[src/rtl/shifter_pkg.sv]
// Shared definitions for the barrel shifter pipeline: shift mode encodings.
package shifter_pkg;

    typedef enum logic [1:0] {
        MODE_SLL = 2'b00,
        MODE_SRL = 2'b01,
        MODE_SRA = 2'b10,
        MODE_ROL = 2'b11
    } shift_mode_e;

endpackage

[src/rtl/shift_stage.sv]
// One registered barrel-shifter stage: shifts by p_DIST when its amount bit is set.
// Rotate support is compiled in only when BARREL_SHIFTER_ROTATE_EN is defined.
module shift_stage
    import shifter_pkg::*;
#(
    parameter int p_DATA_WIDTH = 8,
    parameter int p_DIST       = 1,
    localparam int lp_AMT_WIDTH = $clog2(p_DATA_WIDTH)
) (
    input  logic                    clk,
    input  logic                    rst,
    input  logic                    advance,
    input  logic                    prev_valid,
    input  logic [p_DATA_WIDTH-1:0] prev_data,
    input  logic [1:0]              prev_mode,
    input  logic [lp_AMT_WIDTH-1:0] prev_amt,
    output logic                    valid,
    output logic [p_DATA_WIDTH-1:0] data,
    output logic [1:0]              mode,
    output logic [lp_AMT_WIDTH-1:0] amt
);

    localparam int lp_BIT = $clog2(p_DIST);

    logic [p_DATA_WIDTH-1:0] shifted;

    always_comb begin
        shifted = prev_data;
        if (prev_amt[lp_BIT]) begin
            case (prev_mode)
                MODE_SRL: shifted = prev_data >> p_DIST;
                MODE_SRA: shifted = $signed(prev_data) >>> p_DIST;
`ifdef BARREL_SHIFTER_ROTATE_EN
                MODE_ROL: shifted = (prev_data << p_DIST) | (prev_data >> (p_DATA_WIDTH - p_DIST));
`endif
                default:  shifted = prev_data << p_DIST;
            endcase
        end
    end

    // Bubbles leave data untouched so the output holds its last valid word.
    always_ff @(posedge clk or posedge rst) begin
        if (rst) begin
            valid <= 1'b0;
            data  <= '0;
            mode  <= '0;
            amt   <= '0;
        end else if (advance) begin
            valid <= prev_valid;
            mode  <= prev_mode;
            amt   <= prev_amt;
            if (prev_valid) begin
                data <= shifted;
            end
        end
    end

endmodule

[src/rtl/barrel_shifter.sv]
// Pipelined logarithmic barrel shifter with valid/ready handshake, one stage per amount bit.
// Mode 11 rotates left only when BARREL_SHIFTER_ROTATE_EN is defined, otherwise acts as SLL.
module barrel_shifter #(
    parameter int p_DATA_WIDTH = 8,
    localparam int lp_SFT_AMT_WIDTH = $clog2(p_DATA_WIDTH)
) (
    input  logic                        i_CLK,
    input  logic                        i_RST,
    input  logic                        i_VALID,
    output logic                        o_READY,
    input  logic [p_DATA_WIDTH-1:0]     i_INPUT,
    input  logic [lp_SFT_AMT_WIDTH-1:0] i_SHIFT_AMOUNT,
    input  logic [1:0]                  i_MODE,
    output logic                        o_VALID,
    input  logic                        i_READY,
    output logic [p_DATA_WIDTH-1:0]     o_RESULT
);

    localparam int lp_N = lp_SFT_AMT_WIDTH;

    logic                        valid_s [0:lp_N];
    logic [p_DATA_WIDTH-1:0]     data_s  [0:lp_N];
    logic [1:0]                  mode_s  [0:lp_N];
    logic [lp_SFT_AMT_WIDTH-1:0] amt_s   [0:lp_N];
    logic                        advance;
    logic                        unused_tail;

    assign valid_s[0] = i_VALID;
    assign data_s[0]  = i_INPUT;
    assign mode_s[0]  = i_MODE;
    assign amt_s[0]   = i_SHIFT_AMOUNT;

    // The whole pipeline moves as one; a held output freezes every stage.
    assign o_READY = !o_VALID || i_READY;
    assign advance = o_READY;

    for (genvar k = 0; k < lp_N; k++) begin : g_stage
        shift_stage #(
            .p_DATA_WIDTH(p_DATA_WIDTH),
            .p_DIST      (1 << k)
        ) u_stage (
            .clk       (i_CLK),
            .rst       (i_RST),
            .advance   (advance),
            .prev_valid(valid_s[k]),
            .prev_data (data_s[k]),
            .prev_mode (mode_s[k]),
            .prev_amt  (amt_s[k]),
            .valid     (valid_s[k+1]),
            .data      (data_s[k+1]),
            .mode      (mode_s[k+1]),
            .amt       (amt_s[k+1])
        );
    end

    assign o_VALID  = valid_s[lp_N];
    assign o_RESULT = data_s[lp_N];

    assign unused_tail = ^{mode_s[lp_N], amt_s[lp_N]};

endmodule

[config.mk]
export PLATFORM = sky130hd
export DESIGN_NAME = barrel_shifter
export DESIGN_NICKNAME = d
export VERILOG_FILES = /design/src/rtl/shifter_pkg.sv /design/src/rtl/shift_stage.sv /design/src/rtl/barrel_shifter.sv
export SDC_FILE = /design/constraint.sdc
export NUM_CORES = 1
export LEC_CHECK = 0
export CORE_ASPECT_RATIO = 0.75
export CORE_UTILIZATION = 62
export CTS_CLUSTER_DIAMETER = 200
export DETAILED_ROUTE_END_ITERATION = 10
export DONT_BUFFER_PORTS = 1
export PLACE_DENSITY = 0.78
export SYNTH_ARGS = -nofsm -noshare
export SYNTH_HDL_FRONTEND = slang
export SYNTH_SLANG_ARGS = --single-unit
[constraint.sdc]
create_clock -name i_CLK -period 1.9 [get_ports i_CLK]
set_input_delay 0 -clock i_CLK [delete_from_list [all_inputs] [get_ports i_CLK]]
set_output_delay 0 -clock i_CLK [all_outputs]
set_load 0.05 [all_outputs]
### After elaboration in Yosys (flattened, before gate mapping)

Cells that the tools add are included.

| operators by class | value |
|---|---|
| equality and inequality tests | 6 |
| muxes and demuxes | 6 |
| reduce and logical (&&, ||, !) cells | 5 |

Operators by type and width:

| cell | count |
|---|---|
| 8-bit one-hot mux with 2 select lines | 3 |
| 8-bit 2-to-1 mux | 3 |
| 2-bit by 1-bit == test with 1-bit output, second input constant | 3 |
| 2-bit == test, second input constant | 3 |
| 2-bit AND reduction | 3 |
| 1-bit logical NOT | 1 |
| 1-bit logical OR | 1 |

| storage, ports and cells | value |
|---|---|
| register bits | 37 |
| input bits | 17 |
| output and inout port bits | 10 |
| word-level logic and storage cells | 27 |

### Depth between registers and ports, before layout

Gate-level depths: netlist (run 1).

| logic depth | value |
|---|---|
| depth after elaboration | 3 |
| mapped depth | 6 |
| depth with buffers taken out | 5 |

### Modules after synthesis

From an unflattened synthesis (run 1), not the netlist that was laid out.

| second synthesis, totals | value |
|---|---|
| cells, all modules | 214 |
| area total of the unflattened synthesis | 2207.1 um2 |

Modules (own cells, without submodules):

| module | instances | cells each | area an instance (um2) | seq. area each (um2) |
|---|---|---|---|---|
| shift_stage at g_stage[1].u_stage | 1 | 75 | 752.0 | 350.3 |
| shift_stage at g_stage[0].u_stage | 1 | 69 | 740.7 | 350.3 |
| shift_stage at g_stage[2].u_stage | 1 | 69 | 708.2 | 350.3 |
| barrel_shifter | 1 | 1 | 6.3 | 0.0 |

### Least setup slack after synthesis (run 1)

OpenSTA, ideal clock, no wires.

| timing path | value |
|---|---|
| path type | reg2reg |
| start | reg g_stage[2].u_stage.valid |
| end | reg g_stage[0].u_stage.amt[1] |
| setup time | 0.136 ns |
| data arrival time | 1.313 ns |
| data required time | 1.764 ns |
| setup slack | 0.451 ns |
| cell stages (with the launch flop) | 5 |
| path buffers | 2 |
| clock period less this slack | 1.449 ns |
| cells stage by stage | dfrtp_1 nand2b_4 clkbuf_8 buf_2 o21ai_0 |

| between the ends | value |
|---|---|
| cells in the longest elaborated chain, start to end | 2 |

Ends and longest elaborated chain:

| what | line | source |
|---|---|---|
| from (decl) | shift_stage.sv:17 | `output logic valid,` |
| from (signal assigned) | shift_stage.sv:49 | `valid <= prev_valid;` |
| 1-bit logical NOT | barrel_shifter.sv:34 | `assign o_READY = !o_VALID \|\| i_READY;` |
| 1-bit logical OR | barrel_shifter.sv:34 |  |
| net o_READY | barrel_shifter.sv:10 | `output logic o_READY,` |
| to (signal assigned) | shift_stage.sv:51 | `amt <= prev_amt;` |
| to (decl) | shift_stage.sv:20 | `output logic [lp_AMT_WIDTH-1:0] amt` |

The timed path passes the listed nets, and every way through them passes these cells.
A chain may end at the register's enable or synchronous reset.

### Worst setup path after layout (run 1)

| timing path | value |
|---|---|
| start | reg g_stage[2].u_stage.valid |
| end | reg g_stage[0].u_stage.data[7] |

| between the ends | value |
|---|---|
| cells in the longest elaborated chain, start to end | 3 |

Ends and longest elaborated chain:

| what | line | source |
|---|---|---|
| 1-bit logical NOT | barrel_shifter.sv:34 |  |
| 1-bit logical OR | barrel_shifter.sv:34 |  |
| 2-bit AND reduction (no source line) | -- |  |
| to (signal assigned) | shift_stage.sv:53 | `data <= shifted;` |
| to (decl) | shift_stage.sv:18 | `output logic [p_DATA_WIDTH-1:0] data,` |

No other way between the ends.

==> run metrics, run 1 <==
Max Cap Violations=0; die extent in x=66.7 um; layout net count=230; most common cell after layout, fill and taps aside=sky130_fd_sc_hd__dfrtp_1; cell depth of the worst min-delay path=2; total negative setup slack=0 ns; P_sw=1.38 mW; Period Utilization, post-route=95.7%; pins over their slew limit=0; clk_lat worst skew=0.30 ns; VDD IR-drop max=0.00102 V; via density per instance=6.52; Pwr per Cell Area=1460 nW/um^2; GRT overflow=0; Diodes inserted=0; HPWL after detailed placement=2830 um; area share of the largest cell type after synthesis=43.7%; RSZ-0062 raised after global routing=no; Overall Global Routing Usage=30.1%; number of global-route vias before repair=1,549; internal power=1.74 mW; nature of the critical path endpoint=flop; max-slew headroom at the worst pin=63.5%; arrival time reported for the critical path endpoint=1.99 ns; required arrival time at the worst endpoint=2.08 ns; maximum number of buffers from clock root to sink=2; layout overhead on the synthesized area=9.71%; Clock Pin Slew Worst Setup and Hold Paths=0.07 ns; Yosys reg bits=34; Final Core Density=72.2%; clock power share=17.8%; number of cell rows=17; worst flop-to-flop path startpoint=g_stage[2].u_stage.valid$_DFFE_PP0N_; startpoint type of the worst setup path=flop; instance count of the mapped netlist=200; static leakage=0.931 nW; Mapped Area=1950 um^2; dominant cell type by area after synthesis=sky130_fd_sc_hd__dfrtp_1; sequential element share of the synthesized area=43.7%; CTS tree=done; number of remaining DRC errors=0; wire length of the first global-routing pass=7130 um; core box area=2960 um^2; overall routed net length=4410 um; Synth async-reset ratio=100%; via total after detailed routing=1,604; cells taking the most area after synthesis=sky130_fd_sc_hd__dfrtp_1 (44%), sky130_fd_sc_hd__a21oi_1 (4.9%), sky130_fd_sc_hd__o211ai_1 (4.2%); maximum fanout along the worst path=28; final weighted congestion in routability-driven placement=0.811; y dimension of the die=50.5 um; Finish-stage setup viols=0; Syn Area/Cell=9.73 um^2; Antenna Nets Post-Route=0; # fillers=219; number of H-tree levels=2; routed length per placed instance=17.9 um; critical path start-end classification=flop to flop; Max Clock Skew=0.00382 ns; proportion of layout cells with a drive suffix above 1=11.1%; number of synthesis warnings=0; count of flip-flops with a built-in enable after synthesis=0; Post-synth top flop=sky130_fd_sc_hd__dfrtp_1; depth of the worst register-to-register path=4; Worst Setup SP=g_stage[2].u_stage.valid$_DFFE_PP0N_; most frequent cells in the layout=sky130_fd_sc_hd__dfrtp_1 (34), sky130_fd_sc_hd__a21oi_1 (19), sky130_fd_sc_hd__dlygate4sd3_1 (19), sky130_fd_sc_hd__nand2_1 (18), sky130_fd_sc_hd__inv_1 (17); maximum clock frequency=0.550 GHz; number of I/O port buffers=0; Post-Syn Nets=223; startpoint of the most critical hold path=i_VALID; Final Hold Fails=0; initial core utilization=65.8%; logic gate share of total power=31.7%; CTS Root Buffer Type=sky130_fd_sc_hd__clkbuf_8; area taken by flip-flops and latches=851 um^2; final critical delay including setup and external delays=1.82 ns; number of primary I/O pins=27; pin count of the biggest net entering global routing=35; classification of the worst-slack hold path=input port to flop; multi-input logic area=868 um^2; net switching share of the total power=44.2%; register share of total power=50.5%; antenna violations before repair=0; transition at the pin with the smallest max-transition slack=0.546 ns; Num Clock Sinks=34; DRT Pass-1 Iters=4; Die Footprint=3370 um^2; distinct cell type count after synthesis=33; starting DRC count in detailed routing=131; run status=finished clean; number of buffers created by CTS=5
## synthesized netlist by cell type (all sizes together), types with 5 or more instances
| cell type | number |
|---|---|
| nor2 | 5 |
| ha | 6 |
| o21ai | 10 |
| mux2 | 8 |
| inv | 17 |
| nand2 | 19 |
| dfrtp | 34 |
| a22oi | 5 |
| a31oi | 13 |
| buf | 19 |
| a21oi | 19 |
| o211ai | 11 |
## power groups by stage
stage | Clock (mW) | Sequential (mW) | Combinational, mW
2_1_floorplan | 0 | 1.17 | 1.26
3_3_place_gp | 0 | 1.56 | 0.854
3_5_place_dp | 0 | 1.57 | 0.903
4_1_cts | 0.561 | 1.56 | 0.971
5_1_grt | 0.596 | 1.61 | 1.09
6_report | 0.554 | 1.57 | 0.989
## routing by layer
layer / routed length (um) / vias up / track usage [%]
met5: 0 / - / 0
met4: 127 / 0 / 14.2
met3: 397 / 16 / 10.7
met2: 2030 / 84 / 44.1
met1: 1860 / 775 / 39.6
li1: - / 729 / -
## worst max-delay path: stages, from the launching register on
cell                            delay (ns)
sky130_fd_sc_hd__dfrtp_1              0.41
sky130_fd_sc_hd__nand2b_4             0.28
sky130_fd_sc_hd__and2_2               0.31
sky130_fd_sc_hd__a31oi_1              0.12
sky130_fd_sc_hd__dlygate4sd3_1        0.58
## final timing paths
| path | endpoint | slack [ns] |
|---|---|---|
| max | g_stage[0].u_stage.data[7]$_DFFE_PP0P_ | 0.08 |
| min | g_stage[0].u_stage.data[6]$_DFFE_PP0P_ | 0.06 |
| max reg2reg | g_stage[0].u_stage.data[7]$_DFFE_PP0P_ | 0.08 |
| min reg2reg | g_stage[1].u_stage.amt[2]$_DFFE_PP0N_ | 0.48 |
| max in group asynchronous | g_stage[0].u_stage.data[1]$_DFFE_PP0P_ | 1.35 |
| min in group asynchronous | g_stage[2].u_stage.valid$_DFFE_PP0N_ | 0.24 |
## per-stage QoR
stage	hold slack (ns)	worst slack, ns	cell area [um^2]	power (mW)	std cells
after floorplan	0.117	0.451	1950	2.43	200
after detailed placement	0.00899	0.299	1850	2.48	219
final	0.0574	0.0822	2130	3.12	246
after CTS	0.0354	0.152	2130	3.09	246
after global placement	0.000949	0.389	1850	2.41	219
after global routing	0.0589	0.0133	2130	3.29	246
## logic make-up after synthesis
family / Yosys count / synth area share, %
simple gates: 40 / 10.7
buf+inv: 39 / 11.6
mux: 8 / 5.21
flops: 34 / 43.7
compound gates: 73 / 24.8
fa+ha+maj: 6 / 3.86
## flip-flops by register name, indices dropped and copies added, names as in the netlist
| signal | cells |
|---|---|
| g_stage.u_stage.amt | 3 |
| g_stage.u_stage.data | 24 |
| g_stage.u_stage.mode | 4 |
| g_stage.u_stage.valid | 3 |
## repair_timing
action                    CTS  global route
setup buffers               0             0
hold buffers               19             0
hold endpoints to repair   47             0
gates resized for setup     0             0
## cell type report
type / count / area share [%]
inverter: 17 / 2.99
tap: 38 / 2.23
timing repair buffer: 22 / 9.96
clock buffer: 7 / 4.04
multi-input combinational: 127 / 40.7
clock inverter: 1 / 0.234
sequential: 34 / 39.9
Note: power is estimated with default switching activity, not from simulation.
==> run 2, diff against run 1 <==
--- a/config.mk
+++ b/config.mk
@@ -7,6 +7,7 @@
 export LEC_CHECK = 0
 export CORE_ASPECT_RATIO = 0.75
 export CORE_UTILIZATION = 62
+export CTS_BUF_LIST = sky130_fd_sc_hd__clkbuf_2 sky130_fd_sc_hd__clkbuf_4 sky130_fd_sc_hd__clkbuf_8
 export CTS_CLUSTER_DIAMETER = 200
 export DETAILED_ROUTE_END_ITERATION = 10
 export DONT_BUFFER_PORTS = 1
==> run 2 against run 1 <==
Effect of this change:
- sequential share of layout area down 0.070 points
- fmax about the same
- wire length up 0.16%
- cell count unchanged
- combinational power up 0.4%
- utilization up 0.13 points
- flip-flop and latch count unchanged
- critical path type unchanged
- largest cell class unchanged
- largest power group unchanged
==> run metrics, run 2 (synthesis gave the netlist of run 1 again) <==
cell depth of the worst min-delay path=2; layout net count=230; Diodes inserted=0; Pwr per Cell Area=1470 nW/um^2; multi-input logic area=868 um^2; nature of the critical path endpoint=flop; antenna violations before repair=0; Die Footprint=3370 um^2; transition at the pin with the smallest max-transition slack=0.543 ns; P_sw=1.38 mW; overall routed net length=4420 um; startpoint type of the worst setup path=flop; initial core utilization=65.8%; y dimension of the die=50.5 um; Antenna Nets Post-Route=0; endpoint of the lowest-slack register-to-register path=g_stage[0].u_stage.data[7]$_DFFE_PP0P_; register bank with the most flops=g_stage.u_stage.data; die extent in x=66.7 um; routed length per placed instance=18.0 um; number of H-tree levels=2; layout overhead on the synthesized area=9.90%; proportion of layout cells with a drive suffix above 1=11.5%; register share of total power=50.2%; via total after detailed routing=1,577; number of remaining DRC errors=0; classification of the worst-slack hold path=input port to flop; arrival time reported for the critical path endpoint=1.99 ns; depth of the worst register-to-register path=4; most common cell after layout, fill and taps aside=sky130_fd_sc_hd__dfrtp_1; static leakage=0.934 nW; RSZ-0062 raised after global routing=no; maximum fanout along the worst path=28; Max Clock Skew=0.00507 ns; number of I/O port buffers=0; HPWL after detailed placement=2830 um; leading registers by flop count=g_stage.u_stage.data (24), g_stage.u_stage.mode (4); starting DRC count in detailed routing=126; Period Utilization, post-route=95.7%; final critical delay including setup and external delays=1.82 ns; max-slew headroom at the worst pin=63.7%; number of cell rows=17; critical path start-end classification=flop to flop; CTS tree=done; Min-Delay Endpoint=g_stage[0].u_stage.data[6]$_DFFE_PP0P_; pre-CTS setup slack=0.299 ns; wire length of the first global-routing pass=7120 um; Post-CTS Repair Setup Buffers=0; Num Clock Sinks=34; number of global-route vias before repair=1,545; worst-case setup margin in the final layout=0.0825 ns; logic gate share of total power=31.7%; via density per instance=6.41; worst flop-to-flop path startpoint=g_stage[2].u_stage.valid$_DFFE_PP0N_; number of buffers created by CTS=5; # fillers=218; number of flip-flops under the largest register name=24; Overall Global Routing Usage=30.1%; most frequent cells in the layout=sky130_fd_sc_hd__dfrtp_1 (34), sky130_fd_sc_hd__a21oi_1 (19), sky130_fd_sc_hd__dlygate4sd3_1 (19), sky130_fd_sc_hd__nand2_1 (18), sky130_fd_sc_hd__inv_1 (17); internal power=1.75 mW; Finish-stage setup viols=0; Worst Setup SP=g_stage[2].u_stage.valid$_DFFE_PP0N_; Clock Pin Slew Worst Setup and Hold Paths=0.07 ns; number of primary I/O pins=27; core box area=2960 um^2; Max Cap Violations=0; Final Hold Fails=0; GRT overflow=0; startpoint of the most critical hold path=i_VALID; maximum number of buffers from clock root to sink=2; clk_lat worst skew=0.30 ns; total negative setup slack=0 ns; DRT Pass-1 Iters=4; area taken by flip-flops and latches=851 um^2; worst setup slack for register-to-register paths=0.08 ns; clock power share=18.1%; pin count of the biggest net entering global routing=35; net switching share of the total power=44.1%; final weighted congestion in routability-driven placement=0.811; pins over their slew limit=0; run status=finished clean; maximum clock frequency=0.550 GHz; required arrival time at the worst endpoint=2.08 ns; CTS Root Buffer Type=sky130_fd_sc_hd__clkbuf_8; VDD IR-drop max=0.00108 V
==> run 2: cell counts in the layout (fill, tap and decap cells not counted) <==
Identical to the previous run, type by type.
==> run 2: layout make-up <==
cell class | instances | share of cell area [%]
Multi-Input combinational cell | 127 | 40.6
Sequential cell | 34 | 39.8
Tap cell | 38 | 2.22
Inverter | 17 | 2.98
Clock buffer | 7 | 4.21
Timing Repair Buffer | 22 | 9.95
Clock inverter | 1 | 0.234
==> run 2: per-layer routing <==
metal / vias up / track usage (%) / wire length [um]
met2: 77 / 44.9 / 2070
li1: 730 / - / -
met1: 763 / 39.5 / 1930
met4: 0 / 12.8 / 78
met5: - / 0 / 0
met3: 7 / 10.5 / 346
==> run 2: worst max path at each step <==
stage,end,depth (start not counted)
finish,g_stage[0].u_stage.data[7]$_DFFE_PP0P_,4
floorplan,g_stage[0].u_stage.amt[1]$_DFFE_PP0N_,4
CTS,g_stage[0].u_stage.data[7]$_DFFE_PP0P_,4
global route,g_stage[0].u_stage.data[7]$_DFFE_PP0P_,4
global placement,g_stage[1].u_stage.data[6]$_DFFE_PP0P_,5
detailed placement,g_stage[1].u_stage.data[6]$_DFFE_PP0P_,5
==> run 2: power by group through the flow <==
stage          clock [mW]  sequential [mW]  combinational [mW]
2_1_floorplan           0             1.17                1.26
3_3_place_gp            0             1.56               0.854
3_5_place_dp            0             1.57               0.903
4_1_cts             0.574             1.56               0.971
5_1_grt             0.606             1.61                1.09
6_report            0.567             1.57               0.993
==> run 2: stage by stage <==
stage / power (mW) / hold slack, ns / cell area, um^2 / util [%] / std cells
CTS: 3.11 / 0.0354 / 2140 / 72.3 / 246
finish: 3.13 / 0.0554 / 2140 / 72.3 / 246
floorplan: 2.43 / 0.117 / 1950 / - / 200
detailed placement: 2.48 / 0.00899 / 1850 / 62.7 / 219
global route: 3.30 / 0.0589 / 2140 / 72.3 / 246
global placement: 2.41 / 0.000949 / 1850 / 62.7 / 219
==> run 2: what timing repair did <==
item	in CTS	in global routing
hold buffers	19	0
resized for setup	0	0
endpoints found under the hold margin	47	0
==> run 2: critical path: stages, from the launching register on <==
cell and delay [ns]:
sky130_fd_sc_hd__dfrtp_1 0.40, sky130_fd_sc_hd__nand2b_4 0.28, sky130_fd_sc_hd__and2_2 0.31, sky130_fd_sc_hd__a31oi_1 0.12, sky130_fd_sc_hd__dlygate4sd3_1 0.58
==> run 3, diff against run 2 <==
--- a/config.mk
+++ b/config.mk
@@ -6,6 +6,7 @@
 export NUM_CORES = 1
 export LEC_CHECK = 0
 export CORE_ASPECT_RATIO = 0.75
+export CORE_MARGIN = 2
 export CORE_UTILIZATION = 62
 export CTS_BUF_LIST = sky130_fd_sc_hd__clkbuf_2 sky130_fd_sc_hd__clkbuf_4 sky130_fd_sc_hd__clkbuf_8
 export CTS_CLUSTER_DIAMETER = 200
==> run 3 against run 2 <==
Effect of this change:
- non-clock buffer count up 2
- count of clock-buffer cells in the layout is the same
- register-to-register slack better by 0.03 ns
- global-route usage decreased by 2.9 points
- critical endpoint is now g_stage[0].u_stage.data[0]$_DFFE_PP0P_
- largest power group unchanged
==> run metrics, run 3 (synthesis gave the netlist of run 1 again) <==
classification of the worst-slack hold path=input port to flop; wire length of the first global-routing pass=7110 um; pin count of the biggest net entering global routing=35; HPWL after detailed placement=2730 um; clk_lat worst skew=0.29 ns; layout net count=232; via total after detailed routing=1,583; nature of the critical path endpoint=flop; maximum clock frequency=0.560 GHz; arrival time reported for the critical path endpoint=1.95 ns; number of buffers created by CTS=5; DRT Pass-1 Iters=4; internal power=1.76 mW; starting DRC count in detailed routing=182; Period Utilization, post-route=94.0%; RSZ-0062 raised after global routing=no; register bank with the most flops=g_stage.u_stage.data; CTS tree=done; most frequent cells in the layout=sky130_fd_sc_hd__dfrtp_1 (34), sky130_fd_sc_hd__dlygate4sd3_1 (21), sky130_fd_sc_hd__a21oi_1 (19), sky130_fd_sc_hd__nand2_1 (18), sky130_fd_sc_hd__inv_1 (17); Die Footprint=3610 um^2; Pwr per Cell Area=1440 nW/um^2; static leakage=0.942 nW; number of flip-flops under the largest register name=24; Clock Pin Slew Worst Setup and Hold Paths=0.07 ns; number of cell rows=17; clock power share=18.2%; number of I/O port buffers=0; required arrival time at the worst endpoint=2.07 ns; number of global-route vias before repair=1,535; Overall Global Routing Usage=27.2%; number of primary I/O pins=27; # fillers=206; y dimension of the die=52.5 um; Max Clock Skew=0.00481 ns; critical path start-end classification=flop to flop; antenna violations before repair=0; proportion of layout cells with a drive suffix above 1=11.4%; core box area=2960 um^2; most common cell after layout, fill and taps aside=sky130_fd_sc_hd__dfrtp_1; # resized after CTS=0; VDD IR-drop max=0.000966 V; total negative setup slack=0 ns; CTS Root Buffer Type=sky130_fd_sc_hd__clkbuf_8; routed length per placed instance=17.1 um; Post-CTS Repair Setup Buffers=0; GRT overflow=0; leading registers by flop count=g_stage.u_stage.data (24), g_stage.u_stage.mode (4); Finish-stage setup viols=0; # hold bufs at CTS=21; max-slew headroom at the worst pin=62.6%; P_sw=1.36 mW; number of remaining DRC errors=0; register share of total power=50.2%; transition at the pin with the smallest max-transition slack=0.560 ns; final critical delay including setup and external delays=1.79 ns; maximum number of buffers from clock root to sink=2; die extent in x=68.7 um; final weighted congestion in routability-driven placement=0.822; maximum fanout along the worst path=26; number of H-tree levels=2; run status=finished clean; net switching share of the total power=43.6%; Antenna Nets Post-Route=0; overall routed net length=4250 um; initial core utilization=65.8%; logic gate share of total power=31.6%; layout overhead on the synthesized area=10.9%; Num Clock Sinks=34; Diodes inserted=0; pins over their slew limit=0; Max Cap Violations=0; Overall Power=3.12 mW; startpoint type of the worst setup path=flop; Final Hold Fails=0; via density per instance=6.38
-- run 3: changes by cell type in the layout (fill, tap and decap cells not counted), sizes merged --
cell         delta
dlygate4sd3     +2
-- run 3: power groups by stage --
stage	clock (mW)	combinational, mW	sequential [mW]
5_1_grt	0.602	1.11	1.60
4_1_cts	0.569	0.967	1.56
6_report	0.569	0.985	1.56
3_3_place_gp	0	0.852	1.56
3_5_place_dp	0	0.889	1.57
2_1_floorplan	0	1.26	1.17
-- run 3: worst paths after layout --
path                                                  startpoint                                      to  slack, ns  cells past startpoint
max                         g_stage[2].u_stage.valid$_DFFE_PP0N_  g_stage[0].u_stage.data[0]$_DFFE_PP0P_       0.11                      4
min                                                   i_INPUT[5]  g_stage[0].u_stage.data[5]$_DFFE_PP0P_       0.04                      2
max reg2reg                 g_stage[2].u_stage.valid$_DFFE_PP0N_  g_stage[0].u_stage.data[0]$_DFFE_PP0P_       0.11                      4
min reg2reg                g_stage[0].u_stage.amt[2]$_DFFE_PP0N_   g_stage[1].u_stage.amt[2]$_DFFE_PP0N_       0.48                      2
max in group asynchronous                                  i_RST  g_stage[0].u_stage.data[6]$_DFFE_PP0P_       1.35                      3
min in group asynchronous                                  i_RST   g_stage[0].u_stage.amt[2]$_DFFE_PP0N_       0.24                      3
-- run 3: metrics by stage --
| stage | std cells | util [%] | hold WS [ns] | setup slack (ns) | cell area (um^2) |
|---|---|---|---|---|---|
| finish | 248 | 73.0 | 0.0356 | 0.114 | 2160 |
| CTS | 248 | 73.0 | 0.0165 | 0.170 | 2160 |
| global placement | 219 | 62.7 | 0.000493 | 0.391 | 1850 |
| floorplan | 200 | - | 0.117 | 0.451 | 1950 |
| global route | 248 | 73.0 | 0.0716 | 0.000773 | 2160 |
| detailed placement | 219 | 62.7 | 0.0144 | 0.290 | 1850 |
-- run 3: worst max-delay path, stage by stage, from the launching register on --
cell	delay, ns
sky130_fd_sc_hd__dfrtp_1	0.41
sky130_fd_sc_hd__nand2b_4	0.26
sky130_fd_sc_hd__and2_2	0.30
sky130_fd_sc_hd__a31oi_1	0.10
sky130_fd_sc_hd__dlygate4sd3_1	0.58
-- run 3: metal layers --
metal | GRT usage [%] | share of wire, % | up-vias
met3 | 6.88 | 7.2 | 13
li1 | - | - | 737
met4 | 11.3 | 2.4 | 0
met2 | 39.9 | 45 | 82
met1 | 38.0 | 45 | 751
met5 | 0 | 0 | -
-- run 3: area by class of cell --
| type | instances | area [um^2] | area share [%] |
|---|---|---|---|
| clock buffer | 7 | 90.1 | 4.17 |
| clock inverter | 1 | 5.00 | 0.232 |
| inverter | 17 | 63.8 | 2.96 |
| multi-input combinational | 127 | 868 | 40.2 |
| sequential | 34 | 851 | 39.4 |
| tap | 38 | 47.5 | 2.20 |
| timing repair buffer | 24 | 233 | 10.8 |
